`config.mk`:
```
export PLATFORM = sky130hd
export DESIGN_NAME = lvds_tx_serializer
export DESIGN_NICKNAME = d
export VERILOG_FILES = /design/src/rtl/lvds_tx_serializer.sv
export SDC_FILE = /design/constraint.sdc
export NUM_CORES = 1
export LEC_CHECK = 0
export CORE_UTILIZATION = 50
export CTS_BUF_LIST = sky130_fd_sc_hd__clkbuf_4 sky130_fd_sc_hd__clkbuf_8 sky130_fd_sc_hd__clkbuf_16
export CTS_CLUSTER_DIAMETER = 30
export CTS_CLUSTER_SIZE = 14
export DETAILED_ROUTE_END_ITERATION = 8
export PLACE_DENSITY_LB_ADDON = 0.08
export SYNTH_ARGS = -nofsm -noshare
export SYNTH_HDL_FRONTEND = slang
export SYNTH_SLANG_ARGS = --single-unit
export TNS_END_PERCENT = 1
```
`constraint.sdc`:
```
create_clock -name clk -period 1.6 [get_ports clk]
set_input_delay 0.24 -clock clk [delete_from_list [all_inputs] [get_ports clk]]
set_output_delay 0.24 -clock clk [all_outputs]
set_load 0.02 [all_outputs]
```
`src/rtl/lvds_tx_serializer.sv`:
```
`default_nettype none
// ============================================================================
// Module   : lvds_tx_serializer
// Purpose  : Parallel-to-serial transmitter for the LVDS output link. Requests
//            words from the upstream data controller with a one-cycle strobe
//            (dr) and shifts each word out MSB-first on tx, together with a
//            forwarded bit clock (txclk) running at clk/CLK_DIV, 50% duty.
//
// Parameters:
//   CLK_DIV : clk cycles per serial bit (even, >= 2). Kept first so it can be
//             overridden positionally.
//   WIDTH   : bits per word.
//
// Ports:
//   clk     in   system clock, rising edge
//   rst     in   asynchronous reset, active low
//   oe      in   output enable / stream request
//   data    in   word to send, sampled on the edge that ends a dr-high cycle
//   dr      out  data request, registered one-cycle pulse
//   txclk   out  forwarded serial bit clock
//   tx      out  serial data, MSB first
//
// Build option:
//   LVDS_TX_PARITY_EN : when defined, an odd-parity bit follows the LSB of
//                       every word, making a frame WIDTH+1 bits long.
//
// Revision : 1.0 - initial release
// ============================================================================
module lvds_tx_serializer #(
  parameter int CLK_DIV = 16,
  parameter int WIDTH   = 8
) (
  input  logic             clk,
  input  logic             rst,
  input  logic             oe,
  input  logic [WIDTH-1:0] data,
  output logic             dr,
  output logic             txclk,
  output logic             tx
);

  // --------------------------------------------------------------------------
  // Frame geometry
  // --------------------------------------------------------------------------
`ifdef LVDS_TX_PARITY_EN
  localparam int c_FRAME = WIDTH + 1;
`else
  localparam int c_FRAME = WIDTH;
`endif

  localparam int c_CNT_W = (CLK_DIV > 1) ? $clog2(CLK_DIV) : 1;
  localparam int c_IDX_W = (c_FRAME > 1) ? $clog2(c_FRAME) : 1;

  localparam logic [c_CNT_W-1:0] c_CNT_LAST = c_CNT_W'(CLK_DIV - 1);
  localparam logic [c_CNT_W-1:0] c_CNT_PRE  = c_CNT_W'(CLK_DIV - 2);
  localparam logic [c_CNT_W-1:0] c_CNT_HALF = c_CNT_W'(CLK_DIV / 2);
  localparam logic [c_IDX_W-1:0] c_IDX_TOP  = c_IDX_W'(c_FRAME - 1);

  // --------------------------------------------------------------------------
  // State machine
  // --------------------------------------------------------------------------
  typedef enum logic [1:0] {
    S_IDLE  = 2'd0,
    S_REQ   = 2'd1,
    S_SHIFT = 2'd2
  } state_t;

  state_t               r_state;
  state_t               w_state_nxt;

  logic [c_CNT_W-1:0]   r_cnt;
  logic [c_CNT_W-1:0]   w_cnt_nxt;
  logic [c_IDX_W-1:0]   r_idx;
  logic [c_IDX_W-1:0]   w_idx_nxt;
  logic [c_FRAME-1:0]   r_sh;
  logic [c_FRAME-1:0]   w_sh_nxt;
  logic                 r_dr;
  logic                 w_dr_nxt;

  // Frame as it is loaded into the shift register.
  logic [c_FRAME-1:0]   w_frame;

`ifdef LVDS_TX_PARITY_EN
  // Odd parity: the ones count over word plus parity bit is odd.
  assign w_frame = {data, ~(^data)};
`else
  assign w_frame = data;
`endif

  // --------------------------------------------------------------------------
  // State and datapath registers
  // --------------------------------------------------------------------------
  always_ff @(posedge clk or negedge rst) begin
    if (!rst) begin
      r_state <= S_IDLE;
      r_cnt   <= '0;
      r_idx   <= '0;
      r_sh    <= '0;
      r_dr    <= 1'b0;
    end else begin
      r_state <= w_state_nxt;
      r_cnt   <= w_cnt_nxt;
      r_idx   <= w_idx_nxt;
      r_sh    <= w_sh_nxt;
      r_dr    <= w_dr_nxt;
    end
  end

  // --------------------------------------------------------------------------
  // Next-state and next-datapath logic
  // --------------------------------------------------------------------------
  always_comb begin
    w_state_nxt = r_state;
    w_cnt_nxt   = r_cnt;
    w_idx_nxt   = r_idx;
    w_sh_nxt    = r_sh;
    w_dr_nxt    = 1'b0;

    case (r_state)
      S_IDLE: begin
        w_cnt_nxt = '0;
        if (oe) begin
          // dr is registered, so it is raised on the edge entering REQ and
          // is high for exactly the REQ cycle.
          w_state_nxt = S_REQ;
          w_dr_nxt    = 1'b1;
        end
      end

      S_REQ: begin
        w_sh_nxt    = w_frame;
        w_idx_nxt   = c_IDX_TOP;
        w_cnt_nxt   = '0;
        w_state_nxt = S_SHIFT;
      end

      S_SHIFT: begin
        if (r_cnt == c_CNT_LAST) begin
          w_cnt_nxt = '0;
          if (r_idx != '0) begin
            w_sh_nxt  = r_sh << 1;
            w_idx_nxt = r_idx - 1'b1;
          end else if (r_dr) begin
            // A request went out during this final cycle, so the source is
            // presenting the next word now: reload and keep streaming.
            // Keying on r_dr (not on oe now) guarantees a word is only
            // loaded when it was actually requested.
            w_sh_nxt  = w_frame;
            w_idx_nxt = c_IDX_TOP;
          end else begin
            w_state_nxt = S_IDLE;
          end
        end else begin
          w_cnt_nxt = r_cnt + 1'b1;
          // Raise dr one edge early so the registered pulse covers the last
          // cycle of the last bit.
          if ((r_idx == '0) && (r_cnt == c_CNT_PRE) && oe) begin
            w_dr_nxt = 1'b1;
          end
        end
      end

      default: begin
        w_state_nxt = S_IDLE;
        w_cnt_nxt   = '0;
      end
    endcase
  end

  // --------------------------------------------------------------------------
  // Outputs
  // --------------------------------------------------------------------------
  // tx and txclk decode straight from registers, so they only move on clk
  // edges and drop to 0 together with the asynchronous reset. tx follows the
  // shift register MSB, which only changes when cnt returns to 0, i.e. on the
  // txclk falling edge; the receiver samples on the rising edge.
  always_comb begin
    tx    = 1'b0;
    txclk = 1'b0;
    if (r_state == S_SHIFT) begin
      tx    = r_sh[c_FRAME-1];
      txclk = (r_cnt >= c_CNT_HALF);
    end
  end

  assign dr = r_dr;

endmodule
`default_nettype wire

```
Word level (Yosys, flattened, before mapping)
Cells that the tools add are included.
{"block": "word_totals", "ff_bits": 18, "n_memories": 0, "ramBits": 0, "wordCells": 46, "romBits": 0, "latchBits": 0}
{"block": "classes", "bitwise": 0, "addsub": 2, "n_mux": 21, "magnitude_cmp": 1, "reduce_logical": 8, "n_div": 0, "shift": 0, "multipliers": 0, "n_eq_ne": 9}
{"operator": "$mux 8", "n": 3}
{"operator": "$pmux 8 s2", "n": 1}
{"operator": "$mux 3", "n": 3}
{"operator": "$eq 4x4->1 const B", "n": 2}
{"operator": "$mux 2", "n": 4}
{"operator": "$mux 4", "n": 2}
{"operator": "$ne 2x2->1 const B", "n": 4}
{"operator": "$pmux 2 s3", "n": 1}
{"operator": "$pmux 3 s2", "n": 1}
{"operator": "$mux 1", "n": 5}
{"operator": "$add 4x1->4 const B", "n": 1}
{"operator": "$ge 4x4->1 const B", "n": 1}
{"operator": "$reduce_and 4->1", "n": 1}
{"operator": "$logic_not 3->1", "n": 1}
{"operator": "$ne 3x3->1 const B", "n": 1}
{"operator": "$reduce_and 3->1", "n": 1}
{"operator": "$reduce_bool 3->1", "n": 1}
{"operator": "$sub 3x1->3 const B", "n": 1}
{"operator": "$eq 2x1->1 const B", "n": 1}
{"operator": "$eq 2x2->1 const B", "n": 1}
{"operator": "$logic_and 1x1->1", "n": 2}
{"operator": "$logic_not 2->1", "n": 1}
{"operator": "$pmux 1 s2", "n": 1}
{"operator": "$reduce_bool 2->1", "n": 1}

Depth between registers and ports, before layout
Gate-level depths: netlist (run 1).
{"block": "logic_depth", "ltp_word": 6, "depth_mapped": 7, "mapped_depth_nobuf": 6}

Worst setup path before layout (run 1)
OpenSTA, ideal clock, no wires.
{"block": "synth_timing", "path_kind": "reg-to-reg", "startpoint": "register r_idx[0]", "endpoint": "register r_idx[2]", "setup_time_ns": 0.088, "arrival_ns": 1.361, "required_ns": 1.512, "setup_slack_ns": 0.150, "stages_incl_launch_ff": 8, "n_path_buf": 1, "path_cell_list": "dfrtp_1 -> inv_1 -> ha_1 -> and4bb_4 -> a211oi_4 -> buf_6 -> a21oi_1 -> a41oi_1"}
{"block": "synth_between", "elab_chain_cells": 4, "elab_cells_between_ends": 7, "cone_classes": "add/sub: 1; eq/ne: 1; mux: 3; reduce/logical: 2"}
{"element": "start: declaration", "line": "73", "rtl": "logic [c_IDX_W-1:0] r_idx;"}
{"element": "start signal: assignment", "line": "103", "rtl": "r_idx <= w_idx_nxt;"}
{"element": "$sub 3x1->3 / $reduce_bool 3->1 (equally long branches)", "line": "142, 140"}
{"element": "$mux 3", "line": "140", "rtl": "if (r_idx != '0) begin"}
{"element": "$mux 3", "line": "138", "rtl": "if (r_cnt == c_CNT_LAST) begin"}
{"element": "$pmux 3 s2", "line": "119", "rtl": "case (r_state)"}
Parallel ways exist; a longest one is shown, timed or not. The select of a mux whose other input is x is not followed.
A chain may end at the register's enable or synchronous reset.

Final worst setup path (run 1)
{"block": "layout_timing", "startpoint": "register r_idx[0]", "endpoint": "register r_sh[1]"}
{"block": "layout_between", "elab_chain_cells": 4, "elab_cells_between_ends": 6, "cone_classes": "eq/ne: 1; mux: 3; reduce/logical: 2"}
{"element": "$reduce_bool 3->1 *", "line": "140"}
{"element": "$mux 8", "line": "140"}
{"element": "$mux 8", "line": "138"}
{"element": "$pmux 8 s2", "line": "119"}
{"element": "end signal: assignment", "line": "104", "rtl": "r_sh <= w_sh_nxt;"}
{"element": "end: declaration", "line": "75", "rtl": "logic [c_FRAME-1:0] r_sh;"}
Every way passes the cells marked *; elsewhere a longest branch is shown, timed or not. The select of a mux whose other input is x is not followed.

==> flow_summary.toml, run 1 <==
[clock_tree]
cts.sinks = 18
cts_made_buffers = 3
cts_tree = "yes"
clk_path_buf_depth = 2
root_buffer = "clkbuf_4"
path_clk_slew_ps = 110
htreeDepth = 1
clkLatencyLatePin_ps = 300
cts-hold-fix-buffers = 0

[critical_path]
criticalPathCategory = "flop to flop"
timing.rr.start = "r_idx[0]"
critPathMaxFanout = 9
worstPathArrival_ps = 1900
critPathCaptureType = "flop"
startpoint = "r_idx[0]"
critPathLaunchType = "flop"
worst_ep_required_time_ps = 1840

[placement]
port_buffers = 13
placedCellCount = 124
gp_congestion = 0.738
dp_hpwl_um = 1080

[sta]
rsz0062_at_grt = "yes"
whs_ps = 249
slew_headroom_pct = 71.0
fin_crit_sh_pct = 104
finalSetupViolCount = 11
worst_pin_slew_ps = 434
slew_viol_final = 0
finalHoldViolCount = 0
period_needed_ps = 1660
setup_ws_ps = -56.3
fin_skew_ps = 6.82
max_freq_mhz = 604

[floorplanning]
rows = 15
dieArea_um2 = 2030
io_pins = 14
core-area_um2 = 1730
die_w_um = 45.0
dieHeight_um = 45.0
start_util_pct = 53.6

[synthesis]
synth_xor_area_share_pct = 2.84
synth-simple-area-share_pct = 18.5
synth_cell_type_count = 24
synthAdderAreaFrac_pct = 6.76
yosys_warnings = 0
syn_avg_cell_area_um2 = 11.0
yosys-mux-area-fraction_pct = 7.57
ys_seq_area_share_pct = 48.6
syn_area_um2 = 926
postSynthCellCount = 84
synth-compound-area-share_pct = 10.4
synth.net_count = 100
ys_ff_latch = 18
synth_top_family_by_area = "simple AND/OR/NAND/NOR gates"

[global_route]
gr-total-overflow = 0
first_global_vias = 600
antenna_found_initial = 0
grt_start_max_net_pins = 20
grt_pass1_wl_um = 2570
track_usage_pct = 18.0

[power]
power_density_nw_per_um2 = 1600
leakage_nw = 0.584
vdd_ir_drop_max_mv = 0.951
power_mw = 2.06

[final_layout]
antenna_cells = 0
drive_above_1_share_pct = 33.6
area_growth_pct = 38.5
fin_util_pct = 74.3
instances_no_fill = 135
nets = 127
fill_cells = 128

[route]
routed_wirelength_um = 1940
dr_total_vias = 721
route.detailed.drc = 0
drt_pass1_iterations = 3
post_drt_wl_per_cell_um = 14.4
drtAntennaViolNets = 0
vias_per_cell = 5.34
drtIter0Drc = 4

[min_path]
min-delay-path-class = "input pin to async pin"

[outcome]
run_status = "complete, but fails checks"
violations = "setup timing"

[flow_run]
maxCapViolCount = 0
## repair_timing
action                                 4_1_cts  5_1_grt
gates cloned                                 0        2
endpoints found under the hold margin        0        0
pin swaps                                    0        2
setup endpoints to repair                    2       13
gates resized for setup                      6       18
buffers inserted                             0        5
## layout by cell type (no fill, tap or decap), types with 3 or more instances in the layout
cell type / netlist / layout
a21oi_1: 9 / 7
and2_1: 4 / 4
buf_4: 1 / 9
clkbuf_4: 0 / 3
clkdlybuf4s50_1: 0 / 11
dfrtp_1: 18 / 17
ha_1: 5 / 3
inv_1: 5 / 3
mux2i_1: 7 / 7
nor2_1: 12 / 7
nor2_2: 0 / 5
## sequential cells by signal, indices dropped and copies added, names as in the netlist
name     cells
dr           1
r_sh         8
r_state      2
r_cnt        4
r_idx        3
## kinds of logic after synthesis
group                      count (synthesis)
AOI/OAI and AO/OA                         15
xor gates and xnor gates                   3
adders and majority gates                  5
buffers and inverters                      8
DFF                                       18
muxes                                      7
and+or+nand+nor                           28
## cell type report
cell class | count | area, µm² | area share (%)
multi-input cells | 58 | 487 | 38.0
inverters | 5 | 18.8 | 1.46
well taps | 25 | 31.3 | 2.44
clock buffers | 4 | 36.3 | 2.83
repair buffers | 25 | 258 | 20.1
flip-flops and latches | 18 | 452 | 35.2
## critical path, stage by stage, from the launching register on
cell	delay, ps
dfrtp_1	410
inv_2	70
ha_4	160
and4bb_4	200
a211oi_4	370
clkbuf_16	250
nor2_2	30
a21oi_1	100
## stage by stage
stage | instance area, µm² | setup WS (ps) | setup TNS, ps
final | 1280 | -56.3 | -386
after global routing | 1280 | -128 | -1100
after CTS | 1150 | 10.6 | 0
after detailed placement | 1110 | 11.8 | 0
after global placement | 1110 | 28.9 | 0
after floorplan | 926 | 150 | 0
## cells in the mapped netlist
master	n	area, µm²
nand2_1	1	3.75
nand3b_1	2	15.0
a21oi_1	9	45.0
and4bb_4	1	16.3
and2b_4	1	10.0
nor3b_1	1	7.51
nor2_1	12	45.0
dfrtp_1	18	450
inv_1	5	18.8
and2_1	4	25.0
xor2_1	2	17.5
and2_4	1	8.76
o21ai_1	2	10.0
mux2i_1	7	70.1
a41oi_1	1	8.76
a211oi_4	1	20.0
xnor2_1	1	8.76
a31oi_1	2	12.5
ha_1	5	62.6
nand3_1	2	10.0
buf_6	2	22.5
nand2b_1	2	12.5
buf_4	1	7.51
nand3_4	1	17.5
## path summary, 6_finish.rpt
path,end,slack [ps],cells past startpoint
max,r_sh[1],-60,7
min,r_idx[2],250,2
max reg2reg,r_sh[1],-60,7
min reg2reg,r_cnt[0],530,1
max in group asynchronous,r_cnt[0],1140,2
min in group clk,r_sh[0],500,3
## power by group
group	internal [mW]	switching (mW)	total, mW
Clock	0.139	0.152	0.291
Combinational	0.513	0.438	0.950
Sequential	0.638	0.178	0.816
## per-layer routing
| metal | GRT usage (%) | vias up | part of all wire (%) |
|---|---|---|---|
| li1 | - | 334 | - |
| met1 | 24.5 | 368 | 46 |
| met2 | 28.1 | 14 | 50 |
| met3 | 2.40 | 5 | 2.2 |
| met4 | 9.09 | 0 | 2.1 |
| met5 | 0 | - | 0 |
Note: power is estimated with default switching activity, not from simulation.
==> run 2: changes to the inputs <==
- CELL_PAD_IN_SITES_DETAIL_PLACEMENT: unset -> 1
- CELL_PAD_IN_SITES_GLOBAL_PLACEMENT: unset -> 1
- CORE_ASPECT_RATIO: unset -> 1.5
- CORE_UTILIZATION: 50 -> 40
- SLEW_MARGIN: unset -> 20
==> run 2 against run 1 <==
Effect of this change: the run now ends clean; total power decreased by 12%; sequential power decreased by 5.9%; final cell count decreased by 3.0%; hold slack improved by 19 ps; flip-flop and latch count unchanged; clock-buffer cell count decreased by 1; die area increased by 24%; register-to-register slack improved by 90 ps; clock skew decreased by 3.8 ps; clock power decreased by 22%; critical endpoint is now r_idx[0]; largest power group unchanged; highest routed layer unchanged.
==> flow_summary.toml, run 2 (same netlist as run 1, synthesis figures left out) <==
[placement]
gp_congestion = 0.702
dp_hpwl_um = 1390
place_area_um2 = 1110
pre_cts_ws_ps = -9.48
placedCellCount = 125
port_buffers = 13

[clock_tree]
cts-hold-fix-buffers = 0
cts_tree = "yes"
cts_made_buffers = 3
path_clk_slew_ps = 100
cts.sinks = 18
clk_path_buf_depth = 2
clkLatencyLatePin_ps = 300
htreeDepth = 1
root_buffer = "clkbuf_4"

[sta]
worst_pin_slew_ps = 366
fin_skew_ps = 2.99
finalSetupTns_ps = 0
max_freq_mhz = 639
period_needed_ps = 1570
finalHoldViolCount = 0
slew_headroom_pct = 75.4
setup_ws_ps = 34.1
fin_crit_sh_pct = 97.9
finalSetupViolCount = 0
slew_viol_final = 0
rsz0062_at_grt = "yes"

[critical_path]
worstPathArrival_ps = 1780
critPathCaptureType = "flop"
slowest_delay_ps = 400
crit_family = "compound AO/OA/AOI/OAI gates"
critPathMaxFanout = 5
critPathLaunchType = "flop"
path_buf_inv = 2
slowest_stage = "dfrtp_1"
critical_path.cell_chain = "inv_2, ha_4, and4bb_4, a211oi_4, buf_6, nor2_2, a31oi_1"
worst_ep_required_time_ps = 1820
criticalPathCategory = "flop to flop"

[global_route]
grt_pass1_wl_um = 3170
track_usage_pct = 18.9
first_global_vias = 729
gr-total-overflow = 0
grt_start_max_net_pins = 19
antenna_found_initial = 0

[route]
vias_per_cell = 5.05
drt_pass1_iterations = 2
routed_wirelength_um = 1900
drtIter0Drc = 10
post_drt_wl_per_cell_um = 14.5
route.detailed.drc = 0
dr_total_vias = 661
drtAntennaViolNets = 0

[min_path]
min-delay-path-class = "input pin to async pin"

[floorplanning]
core-area_um2 = 2210
die_w_um = 41.3
start_util_pct = 42.0
io_pins = 14
rows = 21
dieHeight_um = 60.9
dieArea_um2 = 2510

[final_layout]
fin_util_pct = 53.1
top_regs = "r_sh (8), r_cnt (4), r_idx (3)"
drive_above_1_share_pct = 22.2
final_cell_mix = "dfrtp_1, nor2_1, clkdlybuf4s50_1"
top_register = "r_sh"
area_growth_pct = 26.6
final_common_cell = "dfrtp_1"
instances_no_fill = 131
nets = 126
largest_register_ffs = 8
post-route-cell-area_um2 = 1170
antenna_cells = 0

[power]
vdd_ir_drop_max_mv = 0.830
power_density_nw_per_um2 = 1540
leakage_nw = 0.554

[flow_run]
maxCapViolCount = 0

[outcome]
run_status = "finished clean"
-- run 2: path summary, 6_finish.rpt --
path	startpoint	end	slack (ps)	cells past startpoint
max in group asynchronous	rst	r_sh[0]	1130	2
setup / recovery	r_idx[0]	r_idx[0]	30	7
hold / removal	rst	r_state[0]	270	2
setup reg to reg	r_idx[0]	r_idx[0]	30	7
min in group clk	r_sh[0]	r_sh[0]	530	2
hold reg to reg	r_sh[0]	r_sh[0]	530	2
-- run 2: worst register-to-register path, cell delays in order, from the launching register on --
cell,delay [ps]
dfrtp_1,400
inv_2,70
ha_4,160
and4bb_4,200
a211oi_4,320
buf_6,170
nor2_2,30
a31oi_1,140
-- run 2: through the flow --
stage | hold WS, ps | power (mW)
finish | 269 | 1.81
CTS | 273 | 1.78
floorplan | -55.6 | 1.30
detailed placement | 485 | 1.55
global route | 288 | 1.99
global placement | 463 | 1.52
-- run 2: cell type report --
cell class                 instances  area (µm²)
sequential                        18         450
inverter                           5        18.8
clock buffer                       3        22.5
multi-input combinational         58         442
timing repair buffer              24         210
fill                             259        1030
tap                               23        28.8
-- run 2: per-layer routing --
layer / vias up / routed length, µm / share of wire [%] / GRT usage, %
li1: 331 / - / - / -
met1: 313 / 742 / 39 / 22.3
met2: 12 / 1080 / 57 / 31.9
met3: 5 / 43 / 2.3 / 2.20
met4: 0 / 35 / 1.8 / 9.68
met5: - / 0 / 0 / 0
-- run 2: power by group --
group          leakage (nW)  internal (mW)  switching [mW]
logic                 0.338          0.415           0.400
clock network        0.0138         0.0878           0.140
registers             0.202          0.635           0.133
total                 0.554           1.14           0.673
-- run 2: repair_timing --
action                                  CTS  global route
gates resized for setup                   6             9
endpoints found under the setup margin   10            12
pin swaps                                 1             2
buffers inserted                          0             2
gates cloned                              0             1
